## config.mk

```make
export PLATFORM = sky130hd
export DESIGN_NAME = pc_fetch_unit
export DESIGN_NICKNAME = d
export VERILOG_FILES = /design/src/rtl/cpu_pkg.sv /design/src/rtl/pc_next_calc.sv /design/src/rtl/pc_fetch_unit.sv
export SDC_FILE = /design/constraint.sdc
export NUM_CORES = 1
export LEC_CHECK = 0
export ABC_AREA = 1
export CORE_AREA = 5 5 126 152
export DETAILED_ROUTE_END_ITERATION = 16
export DIE_AREA = 0 0 131 157
export PLACE_DENSITY = 0.75
export SYNTH_ARGS = -nofsm -noshare
export SYNTH_HDL_FRONTEND = slang
export SYNTH_HIERARCHICAL = 1
export SYNTH_SLANG_ARGS = --single-unit
```

## constraint.sdc

```tcl
create_clock -name clk -period 2.35 [get_ports clk]
set_input_delay 0.47 -clock clk [delete_from_list [all_inputs] [get_ports clk]]
set_output_delay 0.47 -clock clk [all_outputs]
set_load 0.01 [all_outputs]
```

## src/rtl/cpu_pkg.sv

```systemverilog
// Shared core definitions.
//   PCSEL_* : PC-select codes, common to the PC-mux select stage, the
//             decoder and the fetch unit.
//   fetch_state_t : fetch sequencer state (FETCH waits for imem_ack,
//             HOLD waits for decode to take the instruction).
package cpu_pkg;

  localparam logic [1:0] PCSEL_SEQ    = 2'd0;
  localparam logic [1:0] PCSEL_JUMP   = 2'd1;
  localparam logic [1:0] PCSEL_BRANCH = 2'd2;
  localparam logic [1:0] PCSEL_REG    = 2'd3;

  typedef enum logic {
    FETCH = 1'b0,
    HOLD  = 1'b1
  } fetch_state_t;

endpackage

```

## src/rtl/pc_next_calc.sv

```systemverilog
// Combinational next-PC calculation. It is also used by the branch-target
// checker, so it has no state and no knowledge of the fetch handshake.
//   pcsel         : PC-select code (see cpu_pkg PCSEL_*)
//   if_pc         : address of the instruction being retired from fetch
//   jump_target   : absolute target, pcsel = JUMP
//   branch_offset : signed byte offset from if_pc, pcsel = BRANCH
//   reg_target    : register-indirect target, pcsel = REG
//   next_pc       : selected target, word aligned (bits [1:0] are zero)
module pc_next_calc
  import cpu_pkg::*;
#(
  parameter int AW = 32
) (
  input  logic [1:0]    pcsel,
  input  logic [AW-1:0] if_pc,
  input  logic [AW-1:0] jump_target,
  input  logic [AW-1:0] branch_offset,
  input  logic [AW-1:0] reg_target,
  output logic [AW-1:0] next_pc
);

  logic [AW-1:0] raw_pc;

  // Additions are AW bits wide and wrap silently; a negative offset in
  // two's complement therefore subtracts without any sign handling.
  always_comb begin
    raw_pc = if_pc + AW'(4);
    case (pcsel)
      PCSEL_SEQ:    raw_pc = if_pc + AW'(4);
      PCSEL_JUMP:   raw_pc = jump_target;
      PCSEL_BRANCH: raw_pc = if_pc + branch_offset;
      PCSEL_REG:    raw_pc = reg_target;
      default:      raw_pc = if_pc + AW'(4);
    endcase
  end

  // Alignment is applied to every source, including register targets.
  assign next_pc = raw_pc & ~AW'(3);

endmodule

```

## src/rtl/pc_fetch_unit.sv

```systemverilog
// Program-counter register and instruction-fetch sequencer.
//
// Handshakes:
//   imem: imem_req is high for the whole FETCH state with imem_addr = pc held
//         stable; the cycle imem_ack is high (and imem_req is high) the data on
//         imem_rdata is captured. imem_ack without imem_req is ignored. The
//         ack may come in the same cycle the request rises.
//   if:   if_valid is high for the whole HOLD state with if_instr/if_pc held
//         stable; the instruction transfers in a cycle where if_valid and
//         if_ready are both high. pcsel and the targets are sampled only then.
//
// Ports:
//   clk, rst         : clock, synchronous active-high reset
//   pcsel, jump_target, branch_offset, reg_target : next-PC selection
//   imem_req, imem_addr, imem_ack, imem_rdata     : instruction memory
//   if_valid, if_ready, if_instr, if_pc           : output to decode
//
// The sequencer state is state_q (cpu_pkg::fetch_state_t).
module pc_fetch_unit
  import cpu_pkg::*;
#(
  parameter int            AW       = 32,
  parameter int            IW       = 32,
  parameter logic [AW-1:0] RESET_PC = '0
) (
  input  logic          clk,
  input  logic          rst,
  input  logic [1:0]    pcsel,
  input  logic [AW-1:0] jump_target,
  input  logic [AW-1:0] branch_offset,
  input  logic [AW-1:0] reg_target,
  output logic          imem_req,
  output logic [AW-1:0] imem_addr,
  input  logic          imem_ack,
  input  logic [IW-1:0] imem_rdata,
  output logic          if_valid,
  input  logic          if_ready,
  output logic [IW-1:0] if_instr,
  output logic [AW-1:0] if_pc
);

  fetch_state_t  state_q, state_d;
  logic [AW-1:0] pc_q, pc_d;
  logic [IW-1:0] instr_q, instr_d;
  logic [AW-1:0] ifpc_q, ifpc_d;
  logic [AW-1:0] next_pc;

  pc_next_calc #(.AW(AW)) u_next (
    .pcsel         (pcsel),
    .if_pc         (ifpc_q),
    .jump_target   (jump_target),
    .branch_offset (branch_offset),
    .reg_target    (reg_target),
    .next_pc       (next_pc)
  );

  // Gating with rst keeps both handshakes quiet for the whole reset pulse,
  // including the first cycle before any reset edge has been seen.
  assign imem_req  = (state_q == FETCH) && !rst;
  assign if_valid  = (state_q == HOLD) && !rst;
  assign imem_addr = pc_q;
  assign if_instr  = instr_q;
  assign if_pc     = ifpc_q;

  always_comb begin
    state_d = state_q;
    pc_d    = pc_q;
    instr_d = instr_q;
    ifpc_d  = ifpc_q;
    case (state_q)
      FETCH: begin
        if (imem_ack) begin
          instr_d = imem_rdata;
          ifpc_d  = pc_q;
          state_d = HOLD;
        end
      end
      HOLD: begin
        if (if_ready) begin
          pc_d    = next_pc;
          state_d = FETCH;
        end
      end
      default: state_d = FETCH;
    endcase
  end

  // Reset takes priority, so an ack arriving with rst high is dropped.
  always_ff @(posedge clk) begin
    if (rst) begin
      state_q <= FETCH;
      pc_q    <= RESET_PC;
      instr_q <= '0;
      ifpc_q  <= '0;
    end else begin
      state_q <= state_d;
      pc_q    <= pc_d;
      instr_q <= instr_d;
      ifpc_q  <= ifpc_d;
    end
  end

endmodule

```

Word-level counts from Yosys, hierarchy flattened
Cells that the tools add are included.

storage, ports and cells
  register bits after elaboration = 93
  bits of input ports = 134
  output and inout port bits = 98

operators by class
  add/subtract/negate cells = 2
  eq/ne operators = 3
  multiplexer cells = 4
  bitwise logic cells = 1
  reduce and logical (&&, ||, !) cells = 6

operators by type and width
  kind                                           number
  case mux 32 bit (4 select lines)               1
  adder 32 x 3 -> 32 bit, second input constant  1
  adder 32 bit                                   1
  == test 2 bit, second input constant           2
  AND reduction 2 bit                            2
  == test 2 x 1 -> 1 bit, second input constant  1
  logical AND 1 bit                              2
  zero test 2 bit                                1
  2-to-1 mux 1 bit                               2
  case mux 1 bit (2 select lines)                1
  zero test 1 bit                                1
  inverter 1 bit                                 1

Depth between registers and ports, before layout
  depth after elaboration = 2
  mapped depth = 16
  depth with buffers taken out = 16

Hierarchy
Netlist, hierarchy kept.

modules (own cells, without submodules)
  module         instances  cells each  area each (um2)
  pc_fetch_unit  1          564         3947.5
  pc_next_calc   1          765         3803.6

Worst setup path before layout
No wires, ideal clock.

  path type = input to register
  from = input port branch_offset[13]
  to = register pc_q[14] (netlist: imem_addr[14])
  library setup time = 0.132 ns
  arrival = 1.821 ns
  required time = 2.218 ns
  slack = 0.396 ns
  cell stages on the path = 12
  cells stage by stage = ha_1 -> nand2_1 -> inv_1 -> a21oi_1 -> inv_1 -> nor2_1 -> nand2_1 -> or2_2 -> nand3_1 -> a21oi_1 -> nand3_1 -> a21oi_1

between the ends
  cells in the longest elaborated chain, start to end = 2

RTL lines
  element                           line                 source
  start: declaration                pc_fetch_unit.sv:30  input logic [AW-1:0] branch_offset,
  adder 32 bit                      pc_next_calc.sv:31   PCSEL_BRANCH: raw_pc = if_pc + branch_offset;
  case mux 32 bit (4 select lines)  pc_next_calc.sv:28   case (pcsel)
  net next_pc[14]                   pc_fetch_unit.sv:46  logic [AW-1:0] next_pc;
  end signal: assignment            pc_fetch_unit.sv:97  pc_q <= pc_d;
  end: declaration                  pc_fetch_unit.sv:43  logic [AW-1:0] pc_q, pc_d;

The timed path passes the listed nets, and every way through them passes these cells.
A chain may end at the register's enable or synchronous reset.

Worst setup path after layout
Same ends and word-level chain as after synthesis.

==> summary.txt <==
Cells and area
  – Area delta synth->final: 50.9%
  – Net count, final: 1787
  – Commonest non-fill, non-tap cell in the layout: nand2_1
  – Filler instances: approximately 1600
  – Most frequent cells in the layout: nand2_1 (353), clkdlybuf4s50_1 (213), inv_1 (195), nor2_1 (186), nand3_1 (153)
  – Post-route cell area: 11700 um2
  – Share of post-route cells with drive strength above 1: between 10% and 20%
  – Non-filler cells, final: 1848

STA
  – Setup violators final: 0
  – Clock skew: slightly above 0.006 ns
  – Slew margin rel.: 42.7%
  – Final TNS setup: 0 ns
  – Part of the cycle the worst path needs: between 90% and 100%
  – Final min period: 2.32 ns
  – Fmax: 432 MHz
  – Count of final hold-check violations: 0
  – Worst Max-Slew Pin Slew: roughly 0.86 ns
  – Unrepaired setup endpoints after global routing: true
  – Max Slew Vio Count: 0

Worst hold path
  – Hold Startpoint: if_instr[31]$_SDFFE_PP0P_
  – WHS Path Cells: 2
  – Worst Hold End: if_instr[31]$_SDFFE_PP0P_
  – Hold/Removal Path Class: flop to flop

Clock network
  – # hold bufs at CTS: 0
  – H-tree levels: 3
  – CTS tree: done
  – TritonCTS Sinks: between 90 and 100
  – CTS Buf Count: 9
  – Clock Path Buffers: 2
  – Clock-pin slew of the registers on the worst-case setup and hold paths: around 0.070 ns
  – Root buffer cell: clkbuf_16
  – Clock Latency Late Sink: about 0.34 ns

Global routing
  – Grt ovf: 0
  – Pin count of the biggest net entering global routing: 66
  – Vias in the first global route: approximately 8600
  – Antenna violations before repair: 1
  – Total track usage: between 20% and 30%
  – Global-route wire length before repair: roughly 44000 um

Power
  – Power per standard cell area: 454 nW/um2
  – Worst ir drop on vdd: 0.510 mV
  – Final total power: about 0.0053 W
  – Leakage: ~5.5 nW

Critical path
  – FF-to-FF End: imem_addr[14]$_SDFFE_PP0P_
  – Worst R2R Path Depth: 12
  – Slowest Stage Delay on Critical Path: ~0.52 ns
  – Worst path required time: around 2.6 ns
  – Setup crit end kind: flop
  – Worst path cell trace: clkdlybuf4s50_1 > ha_4 > nand2_2 > inv_1 > a21oi_2 > inv_1 > nor2_1 > nand2_2 > or2_2 > nand3_1 > a21oi_2 > nand3_1 > a21oi_2
  – CP delay by family, top: simple AND/OR/NAND/NOR gates
  – Critical Path Most Common Cell: a21oi_2
  – Slowest stage cell, crit path: clkdlybuf4s50_1
  – Arrival @ worst endpoint: between 2 and 3 ns
  – Crit path buffers/inverters: 3
  – RR Startpoint: if_pc[12]$_SDFFE_PP0P_
  – Kind of critical path: input pin to flop
  – Crit-path max FO: 4
  – Setup slack, reg-to-reg: 0.19 ns
  – Crit start category: input pin

Place
  – Detailed Place HPWL: ~23000 um
  – Placed cell area: 10900 um2
  – IO Port Bufs: ~230
  – Placed cells: ~1800
  – RePlAce Congestion: just over 1

Floorplanning
  – Initial core utilization: 44.6%
  – Core area: around 17000 um2
  – Die X: 131 um
  – Die ar.: between 20000 and 25000 um2
  – Site Rows: 53
  – Die height: 157 um
  – Ports: 232

Routing
  – Vias per inst: around 5.1
  – Post-DRT Antenna Nets: 0
  – First drt pass iteration count: 5
  – Initial DRC count: 776
  – WL/cell: roughly 16 um
  – Routed WL: 30000 um
  – Post-route DRC: 0
  – Vias: 9484

Outcome
  – Outcome: completed

Yosys
  – Sequential-to-total area share from yosys stat: about 25%
  – Average size of a mapped cell: a little under 6 um2
  – Post-Syn Instances: 1329
  – Ys Warns: 6
  – #FFs+latches synth: 97
  – Synth Cell Area: ~7800 um2
  – Yosys cell types: 38

Run
  – Maxcap violations: 0
==> registers in the layout (all words and copies together) (netlist names) <==
signal and count:
if_pc 32, imem_addr 32, if_instr 32, state_q 1
==> where the power goes <==
part	total, W	switching (W)	leakage, nW	internal (W)
Combinational	0.00208	0.00108	4.55	0.00101
Sequential	0.00186	0.000103	0.798	0.00175
Clock	0.00137	0.000648	0.128	0.000725
Total	0.00531	0.00183	5.48	0.00349
==> synth_stat cells (all sizes together) <==
cell type	n	area share, %
nor2	206	11
nand3	160	10
a21oi	70	4.6
a22o	8	0.90
a221oi	14	1.6
inv	201	9.7
a21o	3	0.29
xor2	14	1.6
nor4	2	0.16
nand2	376	18
xnor2	8	0.90
dfxtp	97	25
a21boi	4	0.39
o21ai	13	0.89
nand3b	9	0.87
ha	31	5.0
a22oi	3	0.29
nor3	21	1.7
conb	1	0.048
o21bai	6	0.58
or2	9	0.73
clkbuf	14	0.68
buf	42	3.2
nand4	17	1.4
==> metrics by stage <==
stage	utilization, %	hold WS [ns]	setup slack (ns)
3_5_place_dp	62.5	0.470	-0.453
3_3_place_gp	62.5	0.460	-0.422
2_1_floorplan	-	0.495	0.396
4_1_cts	64.3	0.485	-0.0188
5_1_grt	67.3	0.503	-0.0637
6_report	67.3	0.480	0.0345
==> how the worst max path moves through the flow <==
stage | from | end | slack [ns] | depth (start not counted)
after floorplan | branch_offset[13] | imem_addr[14]$_SDFFE_PP0P_ | 0.40 | 12
after global placement | branch_offset[1] | imem_addr[16]$_SDFFE_PP0P_ | -0.42 | 14
after detailed placement | branch_offset[1] | imem_addr[16]$_SDFFE_PP0P_ | -0.45 | 14
after CTS | branch_offset[5] | imem_addr[18]$_SDFFE_PP0P_ | -0.02 | 15
after global routing | branch_offset[13] | imem_addr[30]$_SDFFE_PP0P_ | -0.06 | 15
final | branch_offset[13] | imem_addr[14]$_SDFFE_PP0P_ | 0.03 | 13
==> worst register-to-register path: cells and delay by family (launching register included) <==
| kind | cells | cell delay, ns |
|---|---|---|
| AND/OR/NAND/NOR | 6 | 0.85 |
| AO/OA/AOI/OAI | 3 | 0.32 |
| adder cells (fa/ha/maj) | 1 | 0.27 |
| flip-flops | 1 | 0.47 |
| buffers and inverters | 2 | 0.12 |
==> area by class of cell <==
class | instances | area [um2] | area share, %
multi-input cells | 976 | 5260 | 45.0
clock buffers | 9 | 225 | 1.93
flip-flops and latches | 97 | 1940 | 16.6
well taps | 220 | 275 | 2.35
repair buffers | 337 | 3180 | 27.2
diodes | 1 | 2.50 | 0.0214
clock inverters | 7 | 53.8 | 0.460
inverters | 201 | 754 | 6.45
==> per-layer routing <==
layer / share of wire (%) / wire length [um] / global-route usage [%]
met3: 7.7 / 2300 / 4.07
met4: 3.5 / 1070 / 8.87
met5: 0 / 0 / 0
met2: 48 / 14300 / 46.2
met1: 41 / 12300 / 35.0
==> cell families (layout without fill, tap and decap cells) <==
group           after synthesis  after routing  share of synthesized area, %
buf+inv                     257            554                          13.6
compound gates              121            121                          9.54
other cells                   1              3                        0.0484
xor+xnor                     22             22                          2.49
simple gates                800            800                          44.3
flops                        97             97                          25.1
fa+ha+maj                    31             31                          5.00
==> timing repair <==
| item | 4_1_cts | 5_1_grt |
|---|---|---|
| gates resized for setup | 8 | 101 |
| pin swaps | 0 | 26 |
| buffers inserted | 0 | 2 |
| endpoints found under the hold margin | 0 | 0 |
| setup endpoints to repair | 10 | 27 |
Note: power is estimated with default switching activity, not from simulation.
==> patch 1 (same flow settings) <==
Remove the case item `PCSEL_SEQ` of the case on `pcsel`.
--- a/src/rtl/pc_next_calc.sv
+++ b/src/rtl/pc_next_calc.sv
@@ -26,7 +26,6 @@
   always_comb begin
     raw_pc = if_pc + AW'(4);
     case (pcsel)
-      PCSEL_SEQ:    raw_pc = if_pc + AW'(4);
       PCSEL_JUMP:   raw_pc = jump_target;
       PCSEL_BRANCH: raw_pc = if_pc + branch_offset;
       PCSEL_REG:    raw_pc = reg_target;
Behaviour: unchanged (equiv_simple and equiv_induct, registers matched by name and starting in step).
==> patch 1 against the unedited design <==
  * Sequential share of layout area shrank 0.16 points
  * Global-route usage grew 0.59 points
  * Largest power group unchanged
  * Sequential cell count is the same
  * Sequential power is essentially flat
  * Power shrank 0.22%
  * Design area grew 0.91%
  * Synthesized area is essentially flat
  * Worst hold slack gained 0.0013 ns
  * Setup slack gained 0.034 ns
  * Wire length grew 0.16%
  * Via count shrank 0.43%
  * Highest routed layer unchanged
==> patch 1: results (changes against the unedited design) <==
antenna_found_initial: 0  # -1
combinationalPowerShare_pct: 39.5  # +0.3 points
preCtsSetupSlack_ns: -0.5429  # -0.08958 ns
syn_inst: 1344  # +1.1%
synth-xor-area-share_pct: 2.936  # +0.45 points
grt_usage_pct: 27.76  # +0.59 points
multi_input_gates: 979  # +0.31%
met3WireLength_um: 2374  # +3.1%
multi_input_area_um2: 5238  # -0.50%
sh_seq_area_pct: 16.46  # -0.16 points
status: "finished clean"
tightest_slew_ns: 0.6891  # -0.1703 ns
seq_area_um2: 1942  # about the same
buf_share_pct: 27.73  # +0.57 points
gp_congestion: 0.9478  # -7.6%
vdd_drop_max_mv: 0.5034  # -1.3%
dpl_cell_area_um2: 10960  # +0.86%
placedCellCount: 1852  # +1.3%
inverters: 213  # +6.0%
synth.distinct_cells: 36  # -5.3%
grt_pass1_wl_um: 45000  # +2.0%
diodes: 0  # -1
yosys-top-cells-area: "dfxtp_1, nand2_1, inv_1, nand3_1, nor2_1"
startpoint: "branch_offset[3]"
clock_buffers: 10  # +1
post-route-min-period_ns: 2.281  # -0.03411 ns
met1_usage_pct: 37.42  # +2.4 points
synth-seq-area-share_pct: 25.04  # about the same
layout-drive-gt1-share_pct: 14.84  # -0.34 points
p_int_mw: 3.489  # about the same
p_per_area_nw_per_um2: 449.2  # -1.1%
synth-compound-area-share_pct: 9.163  # -0.38 points
via_per_inst: 5.047  # -1.7%
num-nonclk-buffers: 346  # +2.7%
drt-total-wl_um: 30090  # +0.16%
clockNetworkAreaShare_pct: 2.322  # -0.064 points
synth_common_cells: "nand2_1, inv_1, nor2_1, nand3_1, dfxtp_1"
first_iter_violations: 719  # -7.3%
use_met3_pct: 4.413  # +0.34 points
hold_slack_ns: 0.4814  # +0.001325 ns
ff2ff_setup_slack_ns: 0.14  # -0.05 ns
fin_skew_ns: 0.005337  # -0.0008625 ns
seqPwrFrac_pct: 35.1  # about the same
wl_met1_um: 13150  # +6.5%
patch 1: cell types whose count changed after synthesis, moves of 4 or more:
cell,change
inv_1,+10
nor3_2,+4
nor3_1,-6
xnor2_1,+7
nor2_1,+5
nand3b_1,-5
o21bai_1,-5
nand2_1,+16
patch 1: worst max-delay path: stages:
cell	delay [ns]
clkdlybuf4s50_1	0.50
ha_4	0.22
nand2_1	0.07
nand2_1	0.07
a21oi_1	0.13
nand2_1	0.12
nand2_1	0.09
nand2_2	0.09
or2_2	0.29
nand3_1	0.13
o2111ai_2	0.15
nand3_1	0.10
a21oi_1	0.06
patch 1: repair_timing:
action | in CTS | in global routing
cloned | 0 | 0
setup endpoints to repair | 12 | 25
resized for setup | 19 | 89
setup buffers | 0 | 3
pin swaps | 1 | 39
patch 1: worst paths after layout:
path / to / depth (start not counted)
setup / recovery: imem_addr[10] / 13
hold / removal: imem_addr[19] / 2
setup reg to reg: imem_addr[30] / 11
hold reg to reg: imem_addr[19] / 2
==> patch 2 (config.mk and constraints unchanged) <==
Made on the original files. The parameter `IW` goes from 32 to 48.
--- a/src/rtl/pc_fetch_unit.sv
+++ b/src/rtl/pc_fetch_unit.sv
@@ -20,7 +20,7 @@
   import cpu_pkg::*;
 #(
   parameter int            AW       = 32,
-  parameter int            IW       = 32,
+  parameter int            IW       = 48,
   parameter logic [AW-1:0] RESET_PC = '0
 ) (
   input  logic          clk,
Ports: changed (resized if_instr and imem_rdata); port bits go from 232 to 264. No check against the original RTL was run, so the function may have changed too.
==> patch 2 against the unedited design <==
  * Design area is 12% higher
  * Power is 36% higher
  * Non-clock buffer count rose by 50
  * Sequential cell count grew 16
  * Worst hold slack worse by 0.0037 ns
  * Synthesized area rose by 8.9%
  * Register-to-register slack got worse by 0.15 ns
  * Largest power group is now the clock network
  * Setup slack got worse by 0.031 ns
  * Highest routed layer unchanged
  * Fmax is 1.3% lower
  * Critical path depth unchanged
  * Wire length is 11% higher
  * Synthesized cell count up 7.7%
  * Utilization increased by 8.2 points
  * Via count up 11%
==> patch 2: results (changes against the unedited design) <==
pg_clk_mw: 2.79  # +100%
multi_input_gates: 1040  # +6.6%
num-nonclk-buffers: 387  # +15%
grt_max_degree: 81  # +23%
finalNetCount: 1957  # +9.5%
drt-total-wl_um: 33350  # +11%
io_buffers: 259  # +14%
preCtsSetupSlack_ns: -0.6602  # -0.2069 ns
slew_headroom_pct: 42.32  # -0.38 points
r2r-start: "if_pc[8]"
vdd_drop_max_mv: 0.5649  # +11%
met3WireLength_um: 3052  # +33%
dr.pass1.iters: 6  # +1
gp_congestion: 1.016  # -1.0%
vias: 10567  # +11%
status: "finished clean"
grt_usage_pct: 30.30  # +3.1 points
hpwl_um: 25490  # +8.9%
synth-compound-area-share_pct: 8.763  # -0.78 points
clock_buffers: 22  # +13
synth-seq-area-share_pct: 26.81  # +1.8 points
sh_seq_area_pct: 17.26  # +0.64 points
htreeDepth: 4  # +1
yosys-top-cells-area: "dfxtp_1, nand2_1, nand3_1, nor2_1, inv_1"
layout-drive-gt1-share_pct: 15.48  # +0.30 points
p_sw_mw: 2.148  # +18%
wl_met1_um: 13700  # +11%
synth-xor-area-share_pct: 2.284  # -0.20 points
==> patch 2: changes by cell type in the layout (fill, tap and decap cells not counted), moves of 16 or more <==
cell	delta
dfxtp_1	+16
buf_4	+18
inv_1	+17
nand3_1	+18
clkdlybuf4s50_1	+33
nor2_1	+35
==> patch 2: final timing paths <==
path         depth (start not counted)            end  slack (ns)
min                                  2   imem_addr[6]        0.48
max reg2reg                         15  imem_addr[15]        0.04
min reg2reg                          2   imem_addr[6]        0.48
max                                 13  imem_addr[28]       0.003
==> patch 2: kinds of logic (layout without fill, tap and decap cells) <==
| group | after synthesis | in the layout |
|---|---|---|
| AOI/OAI and AO/OA | 121 | 121 |
| buffers and inverters | 279 | 636 |
| DFF | 113 | 113 |
| xor gates and xnor gates | 22 | 22 |
| other | 1 | 2 |
| adders and majority gates | 31 | 31 |
| and+or+nand+nor | 864 | 864 |
==> patch 2: stage by stage <==
step                      hold WS (ns)  power, mW  instances  setup TNS [ns]  cell area (µm²)
final                           0.4764      7.227       2009               0            13120
after global routing            0.4993      7.562       2009         -0.2907            13120
after CTS                       0.4798      7.090       2004               0            12640
after detailed placement        0.4701      4.276       1972          -9.289            11930
after global placement          0.4605      4.253       1972          -8.555            11930
after floorplan                 0.4948      3.225       1432               0             8442
==> patch 2: layer usage <==
| layer | GRT usage [%] | up-vias |
|---|---|---|
| met5 | 0 | - |
| met4 | 11.51 | 0 |
| met3 | 6.348 | 77 |
| li1 | - | 5175 |
| met2 | 49.71 | 503 |
| met1 | 38.89 | 4812 |
==> patch 2: what timing repair did <==
action / CTS / global route
pin swaps: 1 / 38
setup buffers: 0 / 5
endpoints found under the setup margin: 5 / 25
resized for setup: 12 / 96
